**src/rtl/player_missile_ctrl.sv**
```systemverilog
// Player missile engine: fixed pool of missile slots launched from the player column,
// moved upward on a divided motion tick and retired at the screen top or on a hit.
module player_missile_ctrl #(
  parameter int unsigned NUM_MISSILES   = 3,
  parameter int unsigned COORD_W        = 12,
  parameter int unsigned TICK_DIV       = 1000000,
  parameter int unsigned MISSILE_STEP   = 2,
  parameter int unsigned MISSILE_LEN    = 3,
  parameter int unsigned SPAWN_ROW      = 458,
  parameter int unsigned PLAYER_W       = 16,
  parameter int unsigned COOLDOWN_TICKS = 4
) (
  input  logic                                clk,
  input  logic                                rst,
  input  logic [COORD_W-1:0]                  pixel_row,
  input  logic [COORD_W-1:0]                  pixel_column,
  input  logic [COORD_W-1:0]                  player_col,
  input  logic                                fire,
  input  logic [NUM_MISSILES-1:0]             hit,
  output logic [NUM_MISSILES-1:0]             missile_in_flight,
  output logic [NUM_MISSILES-1:0]             missile_active,
  output logic [3:0]                          missile_output,
  output logic [$clog2(NUM_MISSILES+1)-1:0]   in_flight_count,
  output logic                                fire_ack,
  output logic                                fire_drop
);

  localparam int unsigned CntW = $clog2(TICK_DIV);
  localparam int unsigned CdW  = (COOLDOWN_TICKS > 0) ? $clog2(COOLDOWN_TICKS + 1) : 1;
  localparam int unsigned NumW = $clog2(NUM_MISSILES + 1);

  localparam logic [COORD_W-1:0] SpawnRow = COORD_W'(SPAWN_ROW);
  localparam logic [COORD_W-1:0] Step     = COORD_W'(MISSILE_STEP);
  localparam logic [COORD_W-1:0] HalfW    = COORD_W'(PLAYER_W / 2);
  localparam logic [CntW-1:0]    CntMax   = CntW'(TICK_DIV - 1);
  localparam logic [CdW-1:0]     CdInit   = CdW'(COOLDOWN_TICKS);
  localparam logic [COORD_W:0]   LenExt   = (COORD_W + 1)'(MISSILE_LEN);

  logic [NUM_MISSILES-1:0] in_flight_q, in_flight_d;
  logic [COORD_W-1:0]      row_q [NUM_MISSILES];
  logic [COORD_W-1:0]      row_d [NUM_MISSILES];
  logic [COORD_W-1:0]      col_q [NUM_MISSILES];
  logic [COORD_W-1:0]      col_d [NUM_MISSILES];
  logic [CntW-1:0]         cnt_q, cnt_d;
  logic [CdW-1:0]          cd_q, cd_d;
  logic                    fire_q;
  logic                    ack_q, drop_q;

  logic                    tick, fire_rise, launch, found;
  logic [NUM_MISSILES-1:0] sel_oh;
  logic [COORD_W-1:0]      launch_col;

  always_comb begin
    tick       = (cnt_q == CntMax);
    fire_rise  = fire & ~fire_q;
    launch_col = player_col + HalfW;

    // Lowest-index free slot, judged on registered state only.
    sel_oh = '0;
    found  = 1'b0;
    for (int i = 0; i < NUM_MISSILES; i++) begin
      if (!in_flight_q[i] && !found) begin
        found     = 1'b1;
        sel_oh[i] = 1'b1;
      end
    end
    launch = fire_rise && (cd_q == '0) && found;

    in_flight_d = in_flight_q;
    row_d       = row_q;
    col_d       = col_q;
    for (int i = 0; i < NUM_MISSILES; i++) begin
      if (launch && sel_oh[i]) begin
        in_flight_d[i] = 1'b1;
        row_d[i]       = SpawnRow;
        col_d[i]       = launch_col;
      end else if (in_flight_q[i] && hit[i]) begin
        in_flight_d[i] = 1'b0;
        row_d[i]       = SpawnRow;
      end else if (in_flight_q[i] && tick) begin
        if (row_q[i] < Step) begin
          in_flight_d[i] = 1'b0;
          row_d[i]       = SpawnRow;
        end else begin
          row_d[i] = row_q[i] - Step;
        end
      end
    end

    if (launch) begin
      cd_d = CdInit;
    end else if (tick && (cd_q != '0)) begin
      cd_d = cd_q - CdW'(1);
    end else begin
      cd_d = cd_q;
    end

    cnt_d = tick ? '0 : cnt_q + CntW'(1);
  end

  always_ff @(posedge clk or posedge rst) begin
    if (rst) begin
      in_flight_q <= '0;
      for (int i = 0; i < NUM_MISSILES; i++) begin
        row_q[i] <= SpawnRow;
        col_q[i] <= '0;
      end
      cnt_q  <= '0;
      cd_q   <= '0;
      fire_q <= 1'b1;  // a button held through reset must not launch
      ack_q  <= 1'b0;
      drop_q <= 1'b0;
    end else begin
      in_flight_q <= in_flight_d;
      row_q       <= row_d;
      col_q       <= col_d;
      cnt_q       <= cnt_d;
      cd_q        <= cd_d;
      fire_q      <= fire;
      ack_q       <= launch;
      drop_q      <= fire_rise & ~launch;
    end
  end

  // Extended compares so row+MISSILE_LEN cannot wrap.
  always_comb begin
    missile_active  = '0;
    in_flight_count = '0;
    for (int i = 0; i < NUM_MISSILES; i++) begin
      missile_active[i] = in_flight_q[i]
                        && ({1'b0, row_q[i]} < {1'b0, pixel_row})
                        && ({1'b0, pixel_row} < ({1'b0, row_q[i]} + LenExt))
                        && (pixel_column == col_q[i]);
      in_flight_count   = in_flight_count + NumW'(in_flight_q[i]);
    end
  end

  assign missile_in_flight = in_flight_q;
  assign missile_output    = (|missile_active) ? 4'hF : 4'h0;
  assign fire_ack          = ack_q;
  assign fire_drop         = drop_q;

endmodule

```
**config.mk**
```make
export PLATFORM = sky130hd
export DESIGN_NAME = player_missile_ctrl
export DESIGN_NICKNAME = d
export VERILOG_FILES = /design/src/rtl/player_missile_ctrl.sv
export SDC_FILE = /design/constraint.sdc
export NUM_CORES = 1
export LEC_CHECK = 0
export ABC_CLOCK_PERIOD_IN_PS = 4200
export CAP_MARGIN = 5
export CELL_PAD_IN_SITES_DETAIL_PLACEMENT = 0
export CELL_PAD_IN_SITES_GLOBAL_PLACEMENT = 2
export CORE_MARGIN = 1
export CORE_UTILIZATION = 32
export DETAILED_ROUTE_END_ITERATION = 10
export GPL_TIMING_DRIVEN = 1
export MAX_ROUTING_LAYER = met4
export PLACE_DENSITY_LB_ADDON = 0.3
export SLEW_MARGIN = 20
export SYNTH_ARGS = -nofsm -noshare
export SYNTH_HDL_FRONTEND = slang
export SYNTH_SLANG_ARGS = --single-unit
export TNS_END_PERCENT = 10
```
**constraint.sdc**
```tcl
create_clock -name clk -period 4.2 [get_ports clk]
set_input_delay 1.26 -clock clk [delete_from_list [all_inputs] [get_ports clk]]
set_output_delay 1.26 -clock clk [all_outputs]
set_load 0.1 [all_outputs]
```
# --- Word level (Yosys, flattened, before mapping) ---
# Cells that the tools add are included.
totals:
  input_bits: 42
  output_inout_bits: 14
  elab_cells: 114
  ff_bits: 101
op_classes:
  muxes: 33
  n_addsub: 11
  magnitude_cmp: 9
  n_eq_ne: 4
  reduce_logical: 39
  bitwise: 4
ops:
  columns: ["op", "count"]
  rows:
  - ["12-bit two-way mux", 12]
  - ["12-bit by 2-bit adder with 13-bit output (second input constant)", 3]
  - ["12-bit by 13-bit less-than comparator with 1-bit output", 3]
  - ["12-bit == test", 3]
  - ["12-bit less-than comparator", 3]
  - ["12-bit by 2-bit less-than comparator with 1-bit output (second input constant)", 3]
  - ["12-bit by 2-bit subtractor with 12-bit output (second input constant)", 3]
  - ["1-bit logical AND", 23]
  - ["3-bit nonzero test", 7]
  - ["20-bit by 1-bit adder with 20-bit output (second input constant)", 1]
  - ["20-bit == test (second input constant)", 1]
  - ["20-bit two-way mux", 1]
  - ["1-bit two-way mux", 17]
  - ["12-bit by 4-bit adder with 12-bit output (second input constant)", 1]
  - ["3-bit two-way mux", 2]
  - ["2-bit AND reduction", 3]
  - ["4-bit two-way mux", 1]
  - ["1-bit zero test", 3]
  - ["3-bit zero test", 1]
  - ["3-bit OR reduction", 1]
  - ["3-bit by 1-bit subtractor with 3-bit output (second input constant)", 1]
  - ["1-bit by 1-bit adder with 2-bit output", 1]
  - ["2-bit by 1-bit adder with 2-bit output", 1]
  - ["1-bit bitwise AND", 2]
  - ["2 further kinds", 3]

# --- Logic depth before layout (Yosys ltp) ---
logic_depth:
  depth_word: 10
  ltp_mapped: 13
  mapped_depth_nobuf: 12

# --- Least setup slack after synthesis ---
# OpenSTA, ideal clock, no wires.
synth_path:
  kind: "flip-flop to output port"
  start: "register row_q[3] (netlist bit)"
  end: "output port missile_output[1]"
  setup_slack_ns: -3.823
  t_arrival_ns: 6.763
  t_required_ns: 2.940
  path_buffers: 2
  path_stages_with_launch: 14
  cell_sequence: "dfstp_2 > clkbuf_1 > nand2_1 > nor3_1 > nand4_1 > xor2_1 > ha_1 > and4_1 > nand2_1 > a21oi_1 > a211oi_1 > a211oi_1 > o311ai_0 > buf_4"
synth_between:
  elab_chain_len: 6
  elab_cells_between_ends: 8
  classes_between: "add/sub (1); order compare (2); mux (1); reduce/logical (4)"
synth_lines:
  columns: ["item", "line_no", "source"]
  rows:
  - ["start, declared", "40", "logic [COORD_W-1:0] row_q [NUM_MISSILES];"]
  - ["start signal, assigned by index", "105", "row_q[i] <= SpawnRow;"]
  - ["start signal, assigned", "115", "row_q <= row_d;"]
  - ["12-bit by 2-bit adder with 13-bit output / 12-bit less-than comparator (equally long branches)", "132, 131", null]
  - ["12-bit by 13-bit less-than comparator with 1-bit output / 1-bit logical AND (equally long branches)", "132, 131", null]
  - ["1-bit logical AND (*)", "132", "&& ({1'b0, pixel_row} < ({1'b0, row_q[i]} + LenExt))"]
  - ["1-bit logical AND (*)", "133", "&& (pixel_column == col_q[i]);"]
  - ["3-bit OR reduction (*)", "139", "assign missile_output = (|missile_active) ? 4'hF : 4'h0;"]
  - ["4-bit two-way mux (*)", "139", null]
  - ["end, declared", "22", "output logic [3:0] missile_output,"]
# Every way passes the cells marked *; elsewhere a longest branch is shown, timed or not.

# --- Worst setup path after layout ---
layout_path:
  start: "input port pixel_column[7]"
  end: "output port missile_output[1]"
layout_between:
  elab_chain_len: 4
  elab_cells_between_ends: 8
  classes_between: "eq/ne (3); mux (1); reduce/logical (4)"
layout_lines:
  columns: ["item", "line_no", "source"]
  rows:
  - ["start, declared", "16", "input logic [COORD_W-1:0] pixel_column,"]
  - ["12-bit == test", "133", null]
  - ["1-bit logical AND", "133", null]
  - ["3-bit OR reduction (*)", "139", null]
  - ["4-bit two-way mux (*)", "139", null]
# Marked as above.

==> run_results.csv <==
group,metric,value,unit
status,run_status,"finished with violations",
status,violations_in_the_final_reports,"setup timing",
timing,post_route_setup_tns,-1730,ps
drt,drt_drc_violations_left,0,
clocking,tritoncts,"built",
drt,vias,5947,
finish,post_route_cells_drive_above_1_share,0.248,
yosys,yosysWarnings,0,
placed_design,placement.cell_area,8560,um^2
floorplanning,chipHeight,151,um
timing,period_needed,4500,ps
yosys,syn_inst,778,
finish,syn_to_final_growth,29.2,%
critical_path,critical_path_class,"primary input to output pin",
timing,timing.final.setup_violations,7,
finish,final_common_cell,"buf_4",
pwr,ir_drop,0.183,mV
pwr,power.density_cell_area,229,nW/um^2
clocking,clock-root-buffer,"clkbuf_16",
pwr,total_power,2.11,mW
yosys,postSynth.asyncResetShare,1.00,
timing,layout_worst_path_cycle_share,1.07,
global_route,pin_count_of_the_biggest_net_entering_global_routing,57,
pwr,power.leakage,4.10,nW
yosys,netlist_area,7150,um^2
critical_path,end_kind,"output pin",
critical_path,cp_common_cell,"buf_12",
global_route,grt_pass1_vias,6170,
drt,ant_nets,0,
yosys,synth_flop_cell,"dfrtp_1",
timing,timing.slew.headroom,0.351,
floorplanning,floorplan.io_pins,56,
yosys,synth_edf_count,0,
timing,finalClockSkew,10.4,ps
job,max_cap_viol_count,0,
yosys,ffs_latches_synth,98,
finish,final_area,9230,um^2
floorplanning,dieWidth,151,um
yosys,seq_area_frac_synth,0.346,
global_route,track_usage,0.185,
timing,rsz_0062_raised_after_global_routing,"true",
drt,drtIter0Drc,268,
global_route,antenna_found_initial,0,
drt,detailedRoute.firstPassIterationCount,6,
floorplanning,fp.coreArea,21900,um^2
clocking,cts_buffer_depth,2,
finish,antenna_cells,0,
drt,wirelength,19.2,mm
placed_design,place_worst_setup_slack,-1170,ps
clocking,cts-htree-levels,3,
floorplanning,fp-row-count,54,
global_route,globalRoute.totalOverflow,0,
critical_path,start_kind,"primary input",
clocking,clk-insertion-delay-late,350,ps
yosys,synth_nets,897,
finish,finalCoreUtilization,0.422,
yosys,count_of_distinct_cell_types_in_the_synthesized_netlist,70,
finish,final_cell_mix,"85 x buf_4, 82 x nand2_1, 82 x dfrtp_1, 69 x ha_1, 54 x nor2_1",
critical_path,critical_path.cell_chain,"buf_8, xor2_2, nor4_2, buf_4, nand4_1, a2111oi_4, o211ai_1, o311ai_4, buf_12, buf_12",
finish,nNetsFinal,1015,
placed_design,hpwlAfterDp,15.2,mm
global_route,global_route_wire_length_before_repair,31.8,mm
drt,wl_per_cell,16.3,um
finish,fillerInstances,2153,
timing,worstMarginPinSlew,971,ps
hold_path,hold_path.class,"register to register",
critical_path,critical_path_required,2940,ps
critical_path,crit_fanout,4,
timing,hold_violations,0,
yosys,syn-mean-instance-area,9.19,um^2
critical_path,critical_path_slowest_stage_cell,"nor4_2",
timing,report.final.slew_viol_count,0,
timing,setup_ws,-302,ps
drt,post_drt_via_cell_ratio,5.04,
floorplanning,initial_core_utilization,0.326,
critical_path,crit_arrival,3240,ps
clocking,num_cts_buffers,9,
clocking,cts_num_sinks,98,
critical_path,timing.critical_path.slowest_cell_delay,350,ps
critical_path,worst-r2r-setup-slack,1520,ps
timing,max_freq,222,MHz
floorplanning,die-area,22900,um^2
placed_design,port-buffer-count,55,
placed_design,gp_routability_congestion,0.858,
clocking,path_clk_slew,70,ps
## metrics by stage
step | std cells | hold WS (ps)
after global routing | 1181 | 525
after detailed placement | 1158 | 482
final | 1181 | 493
after CTS | 1175 | 497
after floorplan | 778 | 451
after global placement | 1158 | 472
## per-layer routing
| metal | track usage | up-vias | routed length (um) |
|---|---|---|---|
| met3 | 0.0187 | 29 | 493 |
| met5 | - | - | 0 |
| met1 | 0.236 | 2847 | 9210 |
| li1 | - | 2975 | - |
| met2 | 0.303 | 96 | 9130 |
| met4 | 0.0650 | 0 | 366 |
## cells in the mapped netlist (all sizes together) (9+ instances only)
cell type  count  area share
a21o          18       0.019
a21oi         42       0.030
clkbuf        24       0.018
dfrtp         82        0.29
dfstp         16       0.059
ha            76        0.13
inv           31       0.016
nand2         82       0.043
nand3         32       0.023
nand4         22       0.019
nor2          58       0.030
nor2b         12       0.011
nor3          16       0.011
nor4           9       0.010
o211ai        15       0.016
o21ai         31       0.022
or3           13       0.012
xnor2         49       0.060
xor2          57       0.070
## timing repair
action	CTS	global route
setup buffers	2	6
hold buffers	0	0
gates resized for setup	105	41
pin swaps	18	22
hold endpoints to repair	0	0
endpoints found under the setup margin	7	7
## critical path: cells and delay by family
| kind | cells | cell delay (ps) |
|---|---|---|
| AO/OA/AOI/OAI | 3 | 690 |
| XOR/XNOR | 1 | 130 |
| AND/OR/NAND/NOR | 2 | 530 |
| buffers and inverters | 4 | 620 |
## cell type report
type | instances | area (um^2) | area share
inverter | 31 | 124 | 0.0134
clock buffer | 9 | 225 | 0.0244
tap | 280 | 350 | 0.0379
clock inverter | 7 | 63.8 | 0.00691
timing repair buffer | 139 | 1270 | 0.137
sequential | 98 | 2470 | 0.268
multi-input combinational | 617 | 4730 | 0.512
## power breakdown
| part | switching (mW) | internal (mW) | leakage, nW | total, mW |
|---|---|---|---|---|
| clock network | 0.395 | 0.412 | 0.133 | 0.807 |
| registers | 0.0149 | 0.960 | 1.28 | 0.975 |
| logic | 0.176 | 0.155 | 2.69 | 0.331 |
## path summary, 6_finish.rpt
path                                startpoint                    end  depth (start not counted)
max                            pixel_column[7]      missile_output[1]                         10
min                         cnt_q[4]$_DFF_PP0_     cnt_q[4]$_DFF_PP0_                          1
max reg2reg                cd_q[0]$_DFFE_PP0P_  row_q[23]$_DFFE_PP0P_                          8
min reg2reg                 cnt_q[4]$_DFF_PP0_     cnt_q[4]$_DFF_PP0_                          1
max in group asynchronous                  rst  row_q[31]$_DFFE_PP1P_                          3
min in group asynchronous                  rst     cnt_q[5]$_DFF_PP0_                          2
## state kept, by name (all words and copies together) (netlist names)
signal	cells
cd_q	3
cnt_q	20
col_q	36
fire_ack	1
fire_drop	1
fire_q	1
missile_in_flight	3
row_q	33
## kinds of logic after synthesis
| family | count (synthesis) | share of synthesized area |
|---|---|---|
| AND/OR/NAND/NOR | 295 | 0.215 |
| AO/OA/AOI/OAI | 133 | 0.121 |
| XOR/XNOR | 106 | 0.130 |
| flip-flops | 98 | 0.346 |
| adder cells (fa/ha/maj) | 77 | 0.136 |
| buffers and inverters | 63 | 0.0429 |
| multiplexers | 6 | 0.00928 |
(Power assumes the default switching activity.)
